==> src/rtl/restoring_divider_pkg.sv <==
// restoring_divider_pkg: shared FSM encodings and default width for the restoring divider
package restoring_divider_pkg;
  localparam int DEFAULT_N = 8;
  localparam logic [1:0] S_IDLE = 2'd0;
  localparam logic [1:0] S_RUN  = 2'd1;
  localparam logic [1:0] S_DONE = 2'd2;
endpackage

==> src/rtl/restoring_divider_sub_stage.sv <==
// sub_stage: unsigned trial subtractor producing difference and borrow
module sub_stage #(
  parameter int w = 9
) (
  input  logic [w-1:0] a,
  input  logic [w-1:0] b,
  output logic [w-1:0] diff,
  output logic         borrowout
);
  assign {borrowout, diff} = {1'b0, a} - {1'b0, b};
endmodule

==> src/rtl/restoring_divider.sv <==
// restoring_divider: sequential unsigned divider, one quotient bit per clock with start/done handshake
module restoring_divider
  import restoring_divider_pkg::*;
#(
  parameter int n = DEFAULT_N
) (
  input  logic         clock,
  input  logic         reset,
  input  logic         start,
  input  logic [n-1:0] X,
  input  logic [n-1:0] Y,
  output logic         busy,
  output logic         done,
  output logic [n-1:0] Q,
  output logic [n-1:0] R,
  output logic         divzero
);
  localparam int CW = $clog2(n + 1);
  logic [1:0]    state;
  logic [CW-1:0] count;
  logic [n-1:0]  d;
  logic [n:0]    trial;
  logic [n:0]    diff;
  logic          borrow;
  logic          unused_msb;
  assign trial = {R, Q[n-1]};
  sub_stage #(.w(n + 1)) u_sub (
    .a         (trial),
    .b         ({1'b0, d}),
    .diff      (diff),
    .borrowout (borrow)
  );
  assign unused_msb = diff[n];
  assign busy = state == S_RUN;
  assign done = state == S_DONE;
  always_ff @(posedge clock or posedge reset) begin
    if (reset) begin
      state   <= S_IDLE;
      count   <= '0;
      d       <= '0;
      Q       <= '0;
      R       <= '0;
      divzero <= 1'b0;
    end else if (state == S_IDLE) begin
      if (start && Y != '0) begin
        Q       <= X;
        d       <= Y;
        R       <= '0;
        count   <= CW'(n);
        divzero <= 1'b0;
        state   <= S_RUN;
      end else if (start) begin
        Q       <= '1;
        R       <= X;
        divzero <= 1'b1;
        state   <= S_DONE;
      end
    end else if (state == S_RUN) begin
      R     <= borrow ? trial[n-1:0] : diff[n-1:0];
      Q     <= {Q[n-2:0], ~borrow};
      count <= count - 1'b1;
      state <= (count == CW'(1)) ? S_DONE : S_RUN;
    end else begin
      state <= S_IDLE;
    end
  end
endmodule

==> config.mk <==
export PLATFORM = sky130hd
export DESIGN_NAME = restoring_divider
export DESIGN_NICKNAME = d
export VERILOG_FILES = /design/src/rtl/restoring_divider_pkg.sv /design/src/rtl/restoring_divider_sub_stage.sv /design/src/rtl/restoring_divider.sv
export SDC_FILE = /design/constraint.sdc
export NUM_CORES = 1
export LEC_CHECK = 0
export CAP_MARGIN = 20
export CELL_PAD_IN_SITES_DETAIL_PLACEMENT = 2
export CELL_PAD_IN_SITES_GLOBAL_PLACEMENT = 2
export CORE_MARGIN = 2
export CORE_UTILIZATION = 25
export DETAILED_ROUTE_END_ITERATION = 8
export GPL_ROUTABILITY_DRIVEN = 0
export GPL_TIMING_DRIVEN = 0
export HOLD_SLACK_MARGIN = 0.12
export PLACE_DENSITY_LB_ADDON = 0.1
export SLEW_MARGIN = 15
export SYNTH_ARGS = -nofsm -noshare
export SYNTH_HDL_FRONTEND = slang
export SYNTH_HIERARCHICAL = 1
export SYNTH_SLANG_ARGS = --single-unit
export TNS_END_PERCENT = 100
==> constraint.sdc <==
create_clock -name clock -period 2.2 [get_ports clock]
set_clock_uncertainty 0.05 [all_clocks]
set_input_delay 0.44 -clock clock [delete_from_list [all_inputs] [get_ports clock]]
set_output_delay 0.44 -clock clock [all_outputs]
set_load 0.02 [all_outputs]
==> qor.yml <==
dieArea_um2: 8170
crit_arrival_ns: 2.51
grt_pass1_wl_um: 9560
cts_sinks: 31
io_buffer_count: 37
synthToLayoutAreaGrowth_pct: 39.3
ctsHoldBuffers: 0
die_h_um: 90.4
synth.net_count: 215
clock_path_buffers: 2
required_ns: 2.32
fillers: 803
setup-violations-final: 8
r2r_cells: 11
reg2reg_slack_ns: -0.19
yosys_warnings: 6
diodes: 0
routed_wl_um: 5950
violations: "negative setup slack"
die_w_um: 90.4
grt_usage_pct: 14.8
synthCells: 184
hpwl_um: 4340
drv_slew: 0
hp-class: "flop to flop"
maxCapViolCount: 0
power_density_nw_per_um2: 1600
worst_pin_slew_ns: 0.712
syn_area_per_cell_um2: 10.1
rows: 31
use_met3_pct: 4.09
top_usage_layer: "met2"
first_pass_iters: 4
grt.overflow.total: 0
cp-end-kind: "flop"
final_area_um2: 2600
status: "finished, violations left"
core_area_um2: 7250
min_from: "divzero"
root_buffer: "clkbuf_8"
fin_tns_setup_ns: -1.30
max-slew-margin-rel_pct: 52.4
setup.worst_path.start_class: "flop"
leakagePower_nw: 1.18
final.min_clock_period_ns: 2.39
wire_per_inst_um: 17.9
grt_max_degree: 32
path_clk_slew_ns: 0.07
initial_utilization_pct: 25.7
cts_tree: "done"
fin_crit_sh_pct: 109
antenna_found_initial: 0
syn_area_um2: 1870
insertion_delay_ns: 0.29
reg2reg_from: "Q[7]"
drtIter0Drc: 54
regToRegEndpoint: "R[3]"
placed_area_um2: 2410
ir_worst_vdd_mv: 0.442
htreeDepth: 2
worst-path-max-fanout: 5
fmax_ghz: 0.419
min_to: "divzero"
multi_input_area_um2: 1060
drive_gt1_share_pct: 20.1
io_pins: 38
gr-usage-met1_pct: 19.4
nets: 264
hold_depth: 1
ant_nets: 0
final-seq-area_um2: 781
grt_pass1_vias: 1744
drc: 0
rsz0062_at_grt: "yes"
met2_usage_pct: 24.5
critPathKind: "flop to flop"
layout_setup_ws_ns: -0.188
pre_cts_slack_ns: -0.226
vias_per_cell: 4.90
cts_buffers: 5
hold_viol_final: 0
vias: 1632
==> metal layers <==
| layer | routed length (um) | vias up | share of wire (%) |
|---|---|---|---|
| met5 | 0 | - | 0 |
| met4 | 46 | 0 | 0.77 |
| met3 | 245 | 4 | 4.1 |
| met2 | 2910 | 29 | 49 |
| met1 | 2750 | 845 | 46 |
| li1 | - | 754 | - |
==> critical path, stage by stage, from the launching register on <==
cell and delay [ns]:
dfrtp_2 0.45, inv_2 0.08, ha_4 0.12, inv_2 0.03
a21o_1 0.18, a21o_1 0.21, a41o_1 0.25, a31oi_4 0.19
buf_6 0.17, mux2i_2 0.21, nor2_1 0.07, a221o_1 0.27
==> registers in the layout, summed over array words and instances, names as in the netlist <==
| register | cells |
|---|---|
| divzero | 1 |
| state | 2 |
| d | 8 |
| Q | 8 |
| R | 8 |
| count | 4 |
==> cell type report <==
| cell class | instances | share of cell area [%] |
|---|---|---|
| clock buffers | 8 | 3.85 |
| flip-flops and latches | 31 | 30.0 |
| inverters | 18 | 2.60 |
| plain buffers | 9 | 1.92 |
| multi-input cells | 126 | 41.0 |
| repair buffers | 42 | 15.9 |
| well taps | 99 | 4.76 |
==> worst max path at each step <==
stage	cells after the start	startpoint	to	slack, ns
after detailed placement	5	Y[2]	d[4]	-0.23
after CTS	11	Q[7]	R[3]	-0.20
after floorplan	11	Q[7]	R[3]	0.0005
final	11	Q[7]	R[3]	-0.19
after global routing	11	Q[7]	R[3]	-0.33
after global placement	5	Y[2]	d[2]	-0.20
==> stage by stage <==
step                std cells  hold WS (ns)  power (mW)  util, %
finish                    333         0.434        4.16     35.8
global route              333         0.461        4.53     35.8
CTS                       331         0.444        4.13     35.4
detailed placement        320         0.422        3.44     33.2
global placement          320         0.417        3.34     33.2
floorplan                 184         0.431        2.66        -
==> cell usage in the layout, fill, tap and decap left out, drive strengths merged, types with 2 or more instances in the layout <==
cell type,instances
nor4,2
buf,9
xor2,4
nor2b,2
a21oi,13
o31ai,7
clkbuf,13
dfrtp,31
o22ai,2
mux2i,8
o21ai,4
clkdlybuf4s50,35
o21bai,2
a21o,5
a221o,8
inv,18
mux2,8
a211oi,7
xnor2,3
ha,11
nand2,13
nor2,11
==> power by group <==
group	internal [mW]	switching, mW
logic	1.26	1.29
registers	0.843	0.250
clock network	0.286	0.230
total	2.39	1.77
==> timing repair <==
action | in CTS | in global routing
pin swaps | 1 | 0
setup buffers | 2 | 2
endpoints found under the hold margin | 0 | 0
cloned | 1 | 0
resized for setup | 12 | 5
endpoints found under the setup margin | 10 | 13
(Power assumes the default switching activity.)
